## config.mk

```make
export PLATFORM = sky130hd
export DESIGN_NAME = apb_uart_tx_slave
export DESIGN_NICKNAME = d
export VERILOG_FILES = /design/src/rtl/apb_uart_tx_slave.sv
export SDC_FILE = /design/constraint.sdc
export NUM_CORES = 1
export LEC_CHECK = 0
export ABC_AREA = 1
export BUFFER_PORTS_ARGS = -buffer_cell sky130_fd_sc_hd__buf_2
export CAP_MARGIN = 20
export CORE_UTILIZATION = 55
export CTS_CLUSTER_DIAMETER = 120
export DETAILED_ROUTE_END_ITERATION = 7
export PLACE_DENSITY_LB_ADDON = 0.15
export SLEW_MARGIN = 15
export SYNTH_ARGS = -nofsm -noshare
export SYNTH_HDL_FRONTEND = slang
export SYNTH_SLANG_ARGS = --single-unit
export TNS_END_PERCENT = 100
```

## constraint.sdc

```tcl
create_clock -name PCLK -period 9.7 [get_ports PCLK]
set_clock_uncertainty 0.2 [all_clocks]
set_input_delay 1.94 -clock PCLK [delete_from_list [all_inputs] [get_ports PCLK]]
set_output_delay 1.94 -clock PCLK [all_outputs]
set_load 0.02 [all_outputs]
```

## src/rtl/apb_uart_tx_slave.sv

```systemverilog
// apb_uart_tx_slave
//   APB completer with a byte TX FIFO and an 8N1 UART transmitter whose bit
//   period comes from a programmable divisor.
//
// Registers (offset = PADDR[3:0]):
//   0x0 TXDATA  W   push PWDATA[7:0] when PSTRB[0]=1; reads 0
//   0x4 STATUS  RO  [0] busy, [1] full, [2] empty, [12:8] count
//   0x8 BAUDDIV RW  [15:0], lanes 0/1 gated by PSTRB; bit = BAUDDIV+1 cycles
//   0xC CTRL    RW  [0] EN, [1] FLUSH (write-1 pulse, reads 0)
//
// Ports:
//   PCLK, PRESET                 clock, synchronous active-high reset
//   PSEL/PENABLE/PWRITE/PADDR/
//   PWDATA/PSTRB/PPROT           APB request (PPROT ignored)
//   PRDATA/PREADY/PSLVERR        APB response, all registered
//   TXD                          serial output, idles high
//   TX_IRQ                       level: EN & FIFO empty & transmitter idle
//   tx_state                     debug view of the TX FSM state
//
// Handshake: a transfer is requested while PSEL&PENABLE are high. The first
// such cycle always gets PREADY=0; the request is committed at the end of
// that cycle, so PREADY/PRDATA/PSLVERR show the result in the second cycle.
// PREADY drops again in the cycle after that.
module apb_uart_tx_slave #(
  parameter int          ADDR_WIDTH = 32,
  parameter int          DATA_WIDTH = 32,
  parameter int          FIFO_DEPTH = 8,
  parameter logic [15:0] BAUD_RESET = 16'd433
) (
  input  logic                  PCLK,
  input  logic                  PRESET,
  input  logic                  PSEL,
  input  logic                  PENABLE,
  input  logic                  PWRITE,
  input  logic [ADDR_WIDTH-1:0] PADDR,
  input  logic [DATA_WIDTH-1:0] PWDATA,
  input  logic [3:0]            PSTRB,
  input  logic [2:0]            PPROT,
  output logic [DATA_WIDTH-1:0] PRDATA,
  output logic                  PREADY,
  output logic                  PSLVERR,
  output logic                  TXD,
  output logic                  TX_IRQ,
  output logic [1:0]            tx_state
);

  localparam int PW = $clog2(FIFO_DEPTH);
  localparam int CW = PW + 1;

  typedef enum logic [1:0] {S_IDLE, S_START, S_DATA, S_STOP} tx_state_e;

  tx_state_e state_q, state_d;

  logic [7:0]    mem [FIFO_DEPTH];
  logic [PW-1:0] wr_ptr, rd_ptr;
  logic [CW-1:0] count;
  logic          full, empty;

  logic [15:0] baud_div, bit_len, baud_cnt;
  logic [2:0]  bit_idx;
  logic [7:0]  shreg;
  logic        en;

  logic        access, dec_err, wr_ok, rd_ok;
  logic [1:0]  reg_sel;
  logic        push_req, push, push_err, flush, load, bit_done, busy;
  logic [DATA_WIDTH-1:0] rdata_c;

  logic unused_ok;
  assign unused_ok = &{1'b0, PPROT, PSTRB[3:2], PWDATA[DATA_WIDTH-1:16]};

  // Commit happens in the wait-state cycle (PREADY still low).
  assign access   = PSEL & PENABLE & ~PREADY;
  assign reg_sel  = PADDR[3:2];
  assign dec_err  = (|PADDR[1:0]) | (|PADDR[ADDR_WIDTH-1:4]) | (PWRITE & (reg_sel == 2'd1));
  assign wr_ok    = access & PWRITE & ~dec_err;
  assign rd_ok    = access & ~PWRITE & ~dec_err;

  assign full     = (count == CW'(FIFO_DEPTH));
  assign empty    = (count == '0);
  // Full is judged before any same-cycle pop, so a push at full is always dropped.
  assign push_req = wr_ok & (reg_sel == 2'd0) & PSTRB[0];
  assign push     = push_req & ~full;
  assign push_err = push_req & full;
  assign flush    = wr_ok & (reg_sel == 2'd3) & PSTRB[0] & PWDATA[1];

  assign bit_done = (baud_cnt == bit_len);
  assign busy     = (state_q != S_IDLE);
  assign tx_state = state_q;
  assign TX_IRQ   = en & empty & ~busy;

  always_comb begin
    case (state_q)
      S_START: TXD = 1'b0;
      S_DATA:  TXD = shreg[0];
      default: TXD = 1'b1;
    endcase
  end

  always_comb begin
    rdata_c = '0;
    case (reg_sel)
      2'd1: begin
        rdata_c[0]    = busy;
        rdata_c[1]    = full;
        rdata_c[2]    = empty;
        rdata_c[12:8] = 5'(count);
      end
      2'd2:    rdata_c[15:0] = baud_div;
      2'd3:    rdata_c[0]    = en;
      default: rdata_c = '0;
    endcase
  end

  // TX FSM next state; load pops the FIFO into the shifter.
  always_comb begin
    state_d = state_q;
    load    = 1'b0;
    case (state_q)
      S_IDLE: begin
        if (en && !empty) begin
          load    = 1'b1;
          state_d = S_START;
        end
      end
      S_START: if (bit_done) state_d = S_DATA;
      S_DATA:  if (bit_done && bit_idx == 3'd7) state_d = S_STOP;
      S_STOP: begin
        if (bit_done) begin
          if (en && !empty) begin
            load    = 1'b1;
            state_d = S_START;
          end else begin
            state_d = S_IDLE;
          end
        end
      end
      default: state_d = S_IDLE;
    endcase
  end

  always_ff @(posedge PCLK) begin
    if (PRESET) state_q <= S_IDLE;
    else        state_q <= state_d;
  end

  // Bit timing and shifter. bit_len is latched at each pop so a BAUDDIV
  // change only affects the next frame.
  always_ff @(posedge PCLK) begin
    if (PRESET) begin
      baud_cnt <= '0;
      bit_len  <= '0;
      bit_idx  <= '0;
      shreg    <= '0;
    end else if (load) begin
      shreg    <= mem[rd_ptr];
      bit_len  <= baud_div;
      baud_cnt <= '0;
      bit_idx  <= '0;
    end else if (state_q != S_IDLE) begin
      if (bit_done) begin
        baud_cnt <= '0;
        if (state_q == S_DATA) begin
          shreg   <= {1'b0, shreg[7:1]};
          bit_idx <= bit_idx + 3'd1;
        end
      end else begin
        baud_cnt <= baud_cnt + 16'd1;
      end
    end
  end

  always_ff @(posedge PCLK) begin
    if (push) mem[wr_ptr] <= PWDATA[7:0];
  end

  // FIFO pointers/count; flush overrides a same-cycle push or pop.
  always_ff @(posedge PCLK) begin
    if (PRESET || flush) begin
      wr_ptr <= '0;
      rd_ptr <= '0;
      count  <= '0;
    end else begin
      if (push) wr_ptr <= wr_ptr + PW'(1);
      if (load) rd_ptr <= rd_ptr + PW'(1);
      case ({push, load})
        2'b10:   count <= count + CW'(1);
        2'b01:   count <= count - CW'(1);
        default: count <= count;
      endcase
    end
  end

  always_ff @(posedge PCLK) begin
    if (PRESET) begin
      baud_div <= BAUD_RESET;
      en       <= 1'b0;
    end else if (wr_ok) begin
      if (reg_sel == 2'd2) begin
        if (PSTRB[0]) baud_div[7:0]  <= PWDATA[7:0];
        if (PSTRB[1]) baud_div[15:8] <= PWDATA[15:8];
      end
      if (reg_sel == 2'd3 && PSTRB[0]) en <= PWDATA[0];
    end
  end

  always_ff @(posedge PCLK) begin
    if (PRESET) begin
      PREADY  <= 1'b0;
      PRDATA  <= '0;
      PSLVERR <= 1'b0;
    end else begin
      PREADY  <= access;
      PSLVERR <= access & (dec_err | push_err);
      PRDATA  <= rd_ok ? rdata_c : '0;
    end
  end

endmodule
```

-- Yosys cells after proc, flatten, opt, wreduce, memory -nomap -nowiden
Memory sizes are Yosys's and may differ from the RTL's. A register that Yosys moved wholly into a read port is not among the register bits.
Cells that the tools add are included.
- shifts and indexed selects: 0
- $add $sub $neg: 6
- equality and inequality tests: 15
- divide/modulo/power cells: 0
- bitwise gates (word level): 27
- $mul: 0
- reduce and logical (&&, ||, !) cells: 24
- muxes and demuxes: 23
- order comparisons: 0
- operator list (operator ; count):
    2-to-1 mux 8 bit ; 4
    OR reduction 28 bit ; 1
    bitwise AND 1 bit ; 17
    adder 16 x 1 -> 16 bit (second input constant) ; 1
    equality test 16 bit ; 1
    2-to-1 mux 16 bit ; 1
    AND reduction 3 bit ; 4
    equality test 2 bit (second input constant) ; 5
    case mux 5 bit (2 select lines) ; 1
    nonzero test 2 bit ; 5
    adder 3 x 1 -> 3 bit (second input constant) ; 3
    2-to-1 mux 2 bit ; 4
    inequality test 2 bit (second input constant) ; 4
    case mux 2 bit (4 select lines) ; 1
    case mux 4 bit (2 select lines) ; 1
    NOT 1 bit ; 7
    equality test 2 x 1 -> 1 bit (second input constant) ; 3
    2-to-1 mux 3 bit ; 2
    OR reduction 2 bit ; 3
    2-to-1 mux 1 bit ; 5
    adder 4 x 1 -> 4 bit (second input constant) ; 1
    equality test 4 bit (second input constant) ; 1
    logical NOT 2 bit ; 2
    logical NOT 4 bit ; 1
    12 further kinds ; 17
- bits in writable memories: 64
- output and inout port bits: 38
- word-level logic and storage cells: 112
- memories kept: 1
- ROM bits: 0
- bits of input ports: 76
- latch bits: 0
- register bits: 106
- memory list (memory ; words ; bits a word ; read ports ; clocked after memory_dff ; wr ports ; RTL line ; source):
    mem ; 8 ; 8 ; 1 ; 1 ; 1 ; 54 ; logic [7:0] mem [FIFO_DEPTH];

-- Longest topological paths before layout
- depth in word-level cells: 10
- mapped depth: 18
- depth with buffers taken out: 17

-- Worst setup path before layout
Ideal clock, no wire load.
- kind: input port to flip-flop
- start: in PADDR[3]
- end: reg count[2]
- data arrival time: 4120 ps
- library setup time: 117 ps
- path slack: 5263 ps
- cell stages on the path: 18
- buffers on the path: 1
- required time: 9383 ps
- cell sequence: inv_1 ha_1 buf_2 nand2_1 nand2_1 nor2_1 nand2_1 nor2_1 nand2_1 nor3_2 nand2_1 ha_1 xor2_1 ha_1 a21oi_1 xor2_1 o21ai_0 nor2_1
- cells in the longest elaborated chain, start to end: 10
- elaborated cells on any way between the ends: 18
- classes of those cells: eq/ne (4); mux (1); bitwise (10); reduce/logical (3)
- RTL lines (element ; RTL line ; source):
    start, declared ; 35 ; input logic [ADDR_WIDTH-1:0] PADDR,
    equality test 2 x 1 -> 1 bit ; 75 ; assign dec_err = (|PADDR[1:0]) | (|PADDR[ADDR_WIDTH-1:4]) | (PWRITE & (reg_sel == 2'd1));
    bitwise AND 1 bit ; 75 ;
    bitwise OR 1 bit ; 75 ;
    NOT 1 bit ; 76 ; assign wr_ok = access & PWRITE & ~dec_err;
    bitwise AND 1 bit ; 76 ;
    bitwise AND 1 bit (2 in series) ; 82 ; assign push_req = wr_ok & (reg_sel == 2'd0) & PSTRB[0];
    bitwise AND 1 bit ; 83 ; assign push = push_req & ~full;
    equality test 2 x 1 -> 1 bit or equality test 2 bit (tied branches) ; 186 ; case ({push, load})
    case mux 4 bit (2 select lines) or nonzero test 2 bit (tied branches) ; -- ;
    end signal, assigned ; 187 ; 2'b10: count <= count + CW'(1);
    end signal, assigned ; 188 ; 2'b01: count <= count - CW'(1);
    end signal, assigned ; 189 ; default: count <= count;
    end, declared ; 56 ; logic [CW-1:0] count;
Several ways; a longest one is shown, not always the timed one.
A chain may end at the register's enable or synchronous reset.

-- Worst setup path after layout
Same ends and word-level chain as after synthesis.

==> impl_results.md <==
- Max incr delay on CP: 280 ps
- Initial Util: 56.6%
- Clk_lat worst skew: 430 ps
- P_sw: 386 uW
- CP Data Arrival Time: 4600 ps
- DIE HEIGHT: 116 um
- Layout cells sized above 1: 14.6%
- Fmax: 221 MHz
- Post-Synthesis Cell Area: 0.00717 mm^2
- Full die area: 0.0135 mm^2
- Via density per instance: 5.16
- PwrDens: 180 mW/mm^2
- Period minus WS final: 4530 ps
- Worst Setup Path Type: input port to flop
- Internal Power: 1090 uW
- Rows: 41
- Cells after Synth: 853
- Critical path's slowest cell: ha_1
- Cts hold-fix bufs: 0
- Port buffer count: 76
- Core Box Area: 0.0127 mm^2
- Comb pwr share: 9.0%
- Die W: 116 um
- RSZ-0062 raised after global routing: false
- Seq/Total Area, Yosys: 52.8%
- Ys flop type: dfxtp_1
- Fraction of registers with async set/reset: 0%
- Total grt overflow: 0
- Layout Cells excl Fill: 1111
- R2r endpoint: count[2]
- Final setup TNS: 0 ps
- Hold_sp: baud_div[13]
- Worst R2R Path Depth: 14
- 1st-iter DRT viols: 476
- GPL Wtd Cong: 0.839
- Antenna Nets Post-Route: 0
- First drt pass iteration count: 5
- Worst slew pin tran: 948 ps
- Critical path, cell by cell: buf_2 -> inv_1 -> ha_1 -> nand2_1 -> nand2_1 -> nor2_1 -> nand2_1 -> nor2_1 -> nand2_1 -> nor3_2 -> nand2_1 -> ha_1 -> xor2_1 -> ha_1 -> a21oi_1 -> xor2_1 -> o21ai_0 -> nor2_1
- Post-synth cell types: 37
- Layout fillers: 1081
- Fin crit share: 46.7%
- Sw Ratio: 26.1%
- WHS: 256 ps
- Seq cells post-synth: 157
- Post-CTS Resized: 0
- Met2 wire len: 7680 um
- Yosys warns: 0
- Vias in the first global route: 5182
- Worst reg2reg setup slack: 6530 ps
- Crit start category: input port
- Root Driver: clkbuf_16
- Largest net degree at the start of global routing: 36
- Dpl cells: 1079
- CTS max path bufs: 2
- WL per Instance: 14.0 um
- Initial antenna violation count: 0
- Worst-path clk slew: 60 ps
- Slew HR: 36.8%
- Num ports: 114
- M1 wire length: 7050 um
- MaxCap Viol Count: 0
- Via count: 5738
- Avg Cell Area, Syn: 8.40 um^2
- Slew Limit Fails: 0
- Detail Placement HPWL: 11000 um
- Worst min-delay path category: flop to flop
- Area Growth Syn to Fin: 14.5%
- Outcome: finished, final reports clean
- Worst Hold Path EP: PRDATA[13]
- Global-route wire length before repair: 24600 um
- Post-CTS setup buffers: 0
- Post-Route WL: 15500 um
- Final setup viols: 0
- Crit end category: flop
- Fin util: 64.7%
- Uppermost layer routed: met4
- Antenna Cells: 0
- Nets: 1019
- Clock buffer count from CTS: 17
- Reg-to-reg startpoint: count[2]
- Gr usage total: 24.2%
- Clock network power share: 43.8%
- CP max FO: 8
- Number of synthesized flops with an enable pin: 64
- DR DRC count: 0
- Power share of the sequential group: 47.3%
- CTS tree: done
- Worst Path Required: 9780 ps
- Clock Sinks: 157
- DR WL met3: 658 um
- H-Tree Depth: 4
- Worst ir drop on vdd: 0.136 mV
- CP most frequent cell: nand2_1
- Static leakage: 0.00336 uW
- Final hold violations: 0
- Hold Path Depth: 2
-- metrics by stage --
stage	instance area (um^2)	setup WS (ps)	total power [uW]
after global placement	7620	4840	843
final	8200	5170	1480
after detailed placement	7620	4770	846
after floorplan	7220	5260	811
after CTS	8200	5190	1490
after global routing	8200	4900	1540
-- power groups by stage --
stage                     logic, uW  clock network, uW  registers, uW
after floorplan                95.8                  0            715
after global placement          130                  0            713
after detailed placement        132                  0            714
after CTS                       133                656            699
after global routing            148                688            700
final                           133                648            699
-- state kept, by name (all words and copies together), names as in the netlist, named ones only --
register  count
PRDATA       16
PREADY        1
PSLVERR       1
baud_cnt     16
baud_div     16
bit_idx       3
bit_len      16
count         4
en            1
mem          64
rd_ptr        3
shreg         8
tx_state      2
wr_ptr        3
-- cell families after synthesis --
family,after synthesis,share of synthesized area (%)
compound gates,125,9.80
simple gates,402,23.7
flops,157,52.8
buf+inv,129,8.00
other cells,1,0.0523
xor+xnor,22,2.69
fa+ha+maj,17,2.97
-- critical path: cells and delay by family --
kind                     cells  cell delay, ps
adder cells (fa/ha/maj)      3             760
AO/OA/AOI/OAI                2             200
XOR/XNOR                     2             430
AND/OR/NAND/NOR              9            1120
buffers and inverters        2             170
-- area by class of cell --
class	count	area [um^2]	area share, %
clock inverter	14	154	1.88
sequential	157	3780	46.1
clock buffer	18	429	5.23
timing repair buffer	84	440	5.37
tap	172	215	2.62
multi-input combinational	582	2870	34.9
inverter	84	315	3.84
-- layer usage --
metal  track usage [%]  up-vias
met5                 0        -
met4              7.35        0
met3              5.86       13
met2              39.1      141
met1              32.2     2676
li1                  -     2908
-- cell usage in the layout, fill, tap and decap left out, types with 16 or more instances in the layout --
master,count
clkbuf_16,17
conb_1,16
nand3_1,38
nor2_1,146
o21ai_0,58
ha_1,17
xor2_1,16
a21oi_1,43
dfxtp_1,93
nand2_1,171
buf_2,76
edfxtp_1,64
inv_1,79
-- Yosys cell counts, types with 12 or more instances --
library cell,n,area share (%)
inv_1,79,4.1
o221ai_1,12,1.5
a21oi_1,43,3.0
nor2_2,12,1.0
buf_4,17,1.8
xor2_1,16,2.0
nand3_1,38,2.7
nor2_1,146,7.6
ha_1,17,3.0
clkbuf_1,17,0.89
edfxtp_1,64,27
o21ai_0,58,4.1
nand2_1,171,9.0
dfxtp_1,93,26
-- worst max path at each step --
stage               cells past startpoint  slack (ps)        to  startpoint
detailed placement                     18        4770  count[2]    PADDR[3]
finish                                 18        5170  count[2]    PADDR[3]
global placement                       18        4840  count[2]    PADDR[3]
floorplan                              18        5260  count[2]    PADDR[3]
global route                           18        4900  count[2]    PADDR[3]
CTS                                    18        5190  count[2]    PADDR[3]
No activity file was read; power rests on OpenSTA's default activity.
